File: config.mk
export PLATFORM = sky130hd
export DESIGN_NAME = ikbd_txd_deserializer
export DESIGN_NICKNAME = d
export VERILOG_FILES = /design/src/rtl/ikbd_txd_deserializer.sv
export SDC_FILE = /design/constraint.sdc
export NUM_CORES = 1
export LEC_CHECK = 0
export ABC_AREA = 1
export BUFFER_PORTS_ARGS = -buffer_cell sky130_fd_sc_hd__buf_4
export CORE_ASPECT_RATIO = 1.75
export CORE_MARGIN = 8
export CORE_UTILIZATION = 35
export DETAILED_ROUTE_END_ITERATION = 8
export PLACE_DENSITY = 0.51
export SLEW_MARGIN = 20
export SYNTH_ARGS = -nofsm -noshare
export SYNTH_HDL_FRONTEND = slang
export SYNTH_SLANG_ARGS = --single-unit
File: constraint.sdc
create_clock -name mcu_clx2 -period 4 [get_ports mcu_clx2]
set_clock_uncertainty 0.2 [all_clocks]
set_input_delay 0.8 -clock mcu_clx2 [delete_from_list [all_inputs] [get_ports mcu_clx2]]
set_output_delay 0.8 -clock mcu_clx2 [all_outputs]
set_load 0.005 [all_outputs]
File: src/rtl/ikbd_txd_deserializer.sv
// IKBD-to-host serial receiver: recovers 8N1 frames from the HD63701 SCI TXD pin
// and queues them in a first-word-fall-through FIFO with sticky error flags.
module ikbd_txd_deserializer #(
    parameter int CLKS_PER_BIT = 256,
    parameter int DEPTH        = 4
) (
    input  logic                     mcu_clx2,
    input  logic                     mcu_rst,
    input  logic                     txd_in,
    input  logic                     rx_pop,
    input  logic                     err_clr,
    output logic [7:0]               rx_data,
    output logic                     rx_valid,
    output logic [$clog2(DEPTH):0]   rx_count,
    output logic                     frame_err,
    output logic                     overrun,
    output logic                     busy
);

    localparam int AW    = $clog2(DEPTH);
    localparam int CW    = AW + 1;
    localparam int CNT_W = $clog2(CLKS_PER_BIT);

    localparam logic [CNT_W-1:0] HALF_LAST  = CNT_W'(CLKS_PER_BIT / 2 - 1);
    localparam logic [CNT_W-1:0] BIT_LAST   = CNT_W'(CLKS_PER_BIT - 1);
    localparam logic [CW-1:0]    FULL_COUNT = CW'(DEPTH);

    typedef enum logic [2:0] {
        S_IDLE,
        S_START,
        S_DATA,
        S_STOP,
        S_BREAK
    } state_t;

    // Receiver state
    logic             sync1_q;
    logic             s_q;
    logic             s_prev_q;
    state_t           state_q,   state_d;
    logic [CNT_W-1:0] cnt_q,     cnt_d;
    logic [2:0]       bit_idx_q, bit_idx_d;
    logic [7:0]       shift_q,   shift_d;
    logic             push;
    logic             frame_evt;

    // FIFO state
    logic [7:0]       mem_q [DEPTH];
    logic [AW-1:0]    wr_ptr_q,  wr_ptr_d;
    logic [AW-1:0]    rd_ptr_q,  rd_ptr_d;
    logic [CW-1:0]    count_q,   count_d;
    logic [7:0]       data_q,    data_d;
    logic             frame_err_q, frame_err_d;
    logic             overrun_q,   overrun_d;
    logic             do_push;
    logic             do_pop;
    logic             ovr_evt;

    // Bit-timing FSM: the counter restarts at every sample point so each
    // sample lands one full bit period after the previous one.
    always_comb begin
        // NOTE: every signal driven here gets a default first so no path leaves
        // it unassigned; a missing default would infer a latch.
        state_d   = state_q;
        cnt_d     = cnt_q + 1'b1;
        bit_idx_d = bit_idx_q;
        shift_d   = shift_q;
        push      = 1'b0;
        frame_evt = 1'b0;

        unique case (state_q)
            S_IDLE: begin
                cnt_d = '0;
                if (s_prev_q && !s_q) begin
                    state_d = S_START;
                end
            end
            S_START: begin
                if (cnt_q == HALF_LAST) begin
                    cnt_d = '0;
                    if (s_q) begin
                        state_d = S_IDLE;
                    end else begin
                        state_d   = S_DATA;
                        bit_idx_d = '0;
                    end
                end
            end
            S_DATA: begin
                if (cnt_q == BIT_LAST) begin
                    cnt_d     = '0;
                    shift_d   = {s_q, shift_q[7:1]};
                    bit_idx_d = bit_idx_q + 1'b1;
                    if (bit_idx_q == 3'd7) begin
                        state_d = S_STOP;
                    end
                end
            end
            S_STOP: begin
                if (cnt_q == BIT_LAST) begin
                    cnt_d = '0;
                    if (s_q) begin
                        push    = 1'b1;
                        state_d = S_IDLE;
                    end else begin
                        frame_evt = 1'b1;
                        state_d   = S_BREAK;
                    end
                end
            end
            S_BREAK: begin
                cnt_d = '0;
                if (s_q) begin
                    state_d = S_IDLE;
                end
            end
            default: begin
                state_d = S_IDLE;
                cnt_d   = '0;
            end
        endcase
    end

    // A pop frees a slot in the same cycle, so a full FIFO still accepts a
    // byte that completes while it is being read.
    always_comb begin
        do_pop   = rx_pop && (count_q != '0);
        do_push  = push && ((count_q != FULL_COUNT) || do_pop);
        ovr_evt  = push && !do_push;

        wr_ptr_d = do_push ? wr_ptr_q + 1'b1 : wr_ptr_q;
        rd_ptr_d = do_pop  ? rd_ptr_q + 1'b1 : rd_ptr_q;

        unique case ({do_push, do_pop})
            2'b10:   count_d = count_q + 1'b1;
            2'b01:   count_d = count_q - 1'b1;
            default: count_d = count_q;
        endcase

        if (count_d == '0) begin
            data_d = data_q;
        end else if (do_push && (wr_ptr_q == rd_ptr_d)) begin
            data_d = shift_q;
        end else begin
            data_d = mem_q[rd_ptr_d];
        end

        frame_err_d = frame_evt | (frame_err_q & ~err_clr);
        overrun_d   = ovr_evt   | (overrun_q   & ~err_clr);
    end

    always_ff @(posedge mcu_clx2 or posedge mcu_rst) begin
        if (mcu_rst) begin
            sync1_q     <= 1'b1;
            s_q         <= 1'b1;
            s_prev_q    <= 1'b1;
            state_q     <= S_IDLE;
            cnt_q       <= '0;
            bit_idx_q   <= '0;
            shift_q     <= '0;
            wr_ptr_q    <= '0;
            rd_ptr_q    <= '0;
            count_q     <= '0;
            data_q      <= '0;
            frame_err_q <= 1'b0;
            overrun_q   <= 1'b0;
        end else begin
            // NOTE: state flops use non-blocking assignments so every flop
            // samples pre-edge values regardless of statement order.
            sync1_q     <= txd_in;
            s_q         <= sync1_q;
            s_prev_q    <= s_q;
            state_q     <= state_d;
            cnt_q       <= cnt_d;
            bit_idx_q   <= bit_idx_d;
            shift_q     <= shift_d;
            wr_ptr_q    <= wr_ptr_d;
            rd_ptr_q    <= rd_ptr_d;
            count_q     <= count_d;
            data_q      <= data_d;
            frame_err_q <= frame_err_d;
            overrun_q   <= overrun_d;
        end
    end

    // NOTE: FIFO storage has no reset; it is only ever read through data_q,
    // which is reset and only loads entries that have been written.
    always_ff @(posedge mcu_clx2) begin
        if (do_push) begin
            mem_q[wr_ptr_q] <= shift_q;
        end
    end

    assign rx_data   = data_q;
    assign rx_valid  = (count_q != '0);
    assign rx_count  = count_q;
    assign frame_err = frame_err_q;
    assign overrun   = overrun_q;
    assign busy      = (state_q != S_IDLE);

endmodule
==> flow_summary_export.csv <==
group,metric,value,unit
drt,drt_first_pass_iters,4,
global_route,grt_overflow,0,
logic_synthesis,syn_inst,350,
sta,tns,0,ns
power_and_ir_drop,p_leak,0.00184,uW
power_and_ir_drop,internal_power,1820,uW
placed_design,io_buffers,19,
worst_setup_path,crit_path_top_delay_cell,"fa_1",
power_and_ir_drop,power_frac_clock,0.294,
logic_synthesis,yosysMostFrequentCell,"nand2_1",
sta,slew_headroom,0.633,
logic_synthesis,ys_ff_latch,74,
hold_path,hold_path_class,"flop to flop",
die,start_util,0.356,
drt,vias_per_cell,4.74,
clock_tree,clkLatencyLatePin,0.33,ns
power_and_ir_drop,irDropWorstVdd,433,uV
global_route,grt_max_degree,43,
cells_and_area,area_delta_synth_final,18.1,%
cells_and_area,nets,396,
die,num_io_pins,20,
drt,routedWlPerCell,15.1,um
hold_path,min_from,"sync1_q",
placed_design,hpwlAfterDp,5620,um
drt,via_count,2429,
worst_setup_path,path_max_fanout,8,
worst_setup_path,r2r_start,"cnt_q[0]",
clock_tree,cts_resized,0,
clock_tree,cts_hold_buf,0,
worst_setup_path,cp.arrival,3.05,ns
sta,period_needed,3.03,ns
logic_synthesis,syn_area,3470,um2
cells_and_area,layout.cells.non_filler,512,
worst_setup_path,path_class,"flop to flop",
power_and_ir_drop,switching_power,1050,uW
clock_tree,cts_sinks,74,
worst_setup_path,critPathRequiredTime,4.02,ns
die,die_x,91.2,um
worst_setup_path,rr_worst_depth,15,
drt,drcViolationCount,0,
placed_design,place_inst,496,
sta,fin_crit_sh,0.758,
clock_tree,tritoncts,"yes",
cells_and_area,n_antenna_cell,0,
clock_tree,clockBufferDepth,2,
global_route,track_usage,0.124,
global_route,antenna_found_initial,0,
cells_and_area,drive_above_1_share,0.178,
logic_synthesis,synth_nets,364,
job,maxCapViolCount,0,
power_and_ir_drop,seqPwrFrac,0.340,
power_and_ir_drop,p_sw_frac,0.367,
sta,final-max-slew-violation-count,0,
worst_setup_path,critPathMaxStageDelay,0.43,ns
logic_synthesis,ys_top_cells_by_area,"dfrtp_1 28%, edfxtp_1 28%, nand2_1 8.9%, nand3_1 8.2%, inv_1 4.8%",
worst_setup_path,cp-end-kind,"flop",
power_and_ir_drop,p_comb_frac,0.366,
logic_synthesis,synth_common_cells,"82 x nand2_1, 57 x nand3_1, 44 x inv_1",
logic_synthesis,ys_types,34,
die,fp.dieH,148,um
sta,hold_violations,0,
power_and_ir_drop,powerDensity,701,nW/um2
logic_synthesis,yosys.area.top_type,"dfrtp_1",
clock_tree,cts_setup_buffers,0,
logic_synthesis,yosysSeqAreaShare,0.582,
sta,grt_setup_unrepaired,"no",
die,core_region_area,9730,um2
sta,tightestPinTransition,0.551,ns
sta,max_freq,330,MHz
worst_setup_path,rrSetupSlack,0.97,ns
sta,setup_viol,0,
hold_path,min_to,"s_q",
logic_synthesis,yosys_warnings,0,
die,rows,48,
worst_setup_path,cp_top_family,"simple AND/OR/NAND/NOR gates",
die,die_area,13500,um2
worst_setup_path,cp.buffers_inverters,3,
cells_and_area,fill_cells,961,
logic_synthesis,yosysTopAreaCellShare,0.282,
clock_tree,htreeDepth,3,
drt,drt_iter0_markers,159,
logic_synthesis,syn_avg_cell_area,9.90,um2
global_route,grt_pass1_vias,2445,
global_route,grt_pass1_wl,12800,um
logic_synthesis,synthArstFlopShare,0.568,
worst_setup_path,cp-start-kind,"flop",
logic_synthesis,synth_edf_count,32,
clock_tree,path_clk_slew,0.06,ns
run_status,outcome,"finished, final reports clean",
worst_setup_path,crit_chain,"ha_1 -> nand3_2 -> nor2_4 -> nand4_4 -> nor3_4 -> inv_1 -> ha_1 -> inv_1 -> fa_1 -> o21ai_0 -> nor2_1 -> nand2_1 -> inv_1 -> nand2_1 -> nand2_1",
hold_path,hold_depth,0,
logic_synthesis,synth_ff_type,"dfrtp_1",
clock_tree,cts_made_buffers,9,
drt,antenna_left,0,
clock_tree,ctsRootBufferMaster,"clkbuf_16",
placed_design,gp_congestion,0.780,
drt,routed_wl,7760,um
worst_setup_path,r2r-end,"rx_data[7]",
-- layout make-up --
class,count,area (um2),area share
inverters,46,173,0.0422
flip-flops and latches,74,2020,0.493
well taps,125,156,0.0382
clock inverters,6,81.3,0.0199
repair buffers,27,203,0.0495
clock buffers,10,229,0.0559
multi-input cells,224,1230,0.302
-- logic make-up after synthesis --
group	synth area share
XOR/XNOR	0.0152
flip-flops	0.582
buffers and inverters	0.0621
adder cells (fa/ha/maj)	0.0347
AO/OA/AOI/OAI	0.0314
AND/OR/NAND/NOR	0.275
-- registers in the layout (all words and copies together), names as in the netlist --
| signal | flops |
|---|---|
| rx_data | 8 |
| bit_idx_q | 3 |
| rd_ptr_q | 2 |
| rx_count | 3 |
| shift_q | 8 |
| cnt_q | 8 |
| s_q | 1 |
| wr_ptr_q | 2 |
| mem_q | 32 |
| overrun | 1 |
| state_q | 3 |
| s_prev_q | 1 |
| frame_err | 1 |
| sync1_q | 1 |
-- worst max path at each step --
stage                   from    endpoint  cells past startpoint
floorplan             rx_pop  rx_data[0]                     17
global placement      rx_pop  rx_data[7]                     13
detailed placement    rx_pop  rx_data[0]                     16
CTS                 cnt_q[0]  rx_data[7]                     15
global route        cnt_q[0]  rx_data[3]                     15
finish              cnt_q[0]  rx_data[7]                     15
-- through the flow --
step / setup WS, ns / hold slack [ns] / utilization / power (uW) / instance area, um2
floorplan: 0.812 / 0.145 / - / 1710 / 3470
global placement: 0.742 / 0.145 / 0.389 / 2050 / 3780
detailed placement: 0.687 / 0.147 / 0.389 / 2060 / 3780
CTS: 0.922 / 0.155 / 0.421 / 2920 / 4090
global route: 0.645 / 0.157 / 0.421 / 3100 / 4090
finish: 0.969 / 0.154 / 0.421 / 2870 / 4090
-- layer usage --
| metal | global-route usage | routed length [um] | part of all wire |
|---|---|---|---|
| met5 | 0 | 0 | 0 |
| met2 | 0.232 | 4370 | 0.56 |
| met4 | 0.0536 | 138 | 0.018 |
| met3 | 0.0340 | 214 | 0.028 |
| met1 | 0.123 | 3030 | 0.39 |
-- cells in the final DEF (no fill, tap or decap), drive strengths merged --
cell      instances
nand2            94
nand3            60
inv              45
dfrtp            39
edfxtp           32
buf              27
nor2             21
o21ai            16
clkbuf           10
ha                8
nor3              4
clkinv            4
xor2              3
a21oi             3
xnor2             3
dfstp             3
nand4             3
nor3b             2
nand3b            2
bufinv            2
o31ai             1
or2               1
nor4              1
o22ai             1
fa                1
clkinvlp          1
-- power by group through the flow --
| stage | Sequential (uW) | Combinational (uW) | Clock, uW |
|---|---|---|---|
| floorplan | 971 | 742 | 0 |
| global placement | 991 | 1060 | 0 |
| detailed placement | 991 | 1070 | 0 |
| CTS | 978 | 1070 | 864 |
| global route | 988 | 1220 | 895 |
| finish | 976 | 1050 | 845 |
Power figures use the tool's default switching activity.
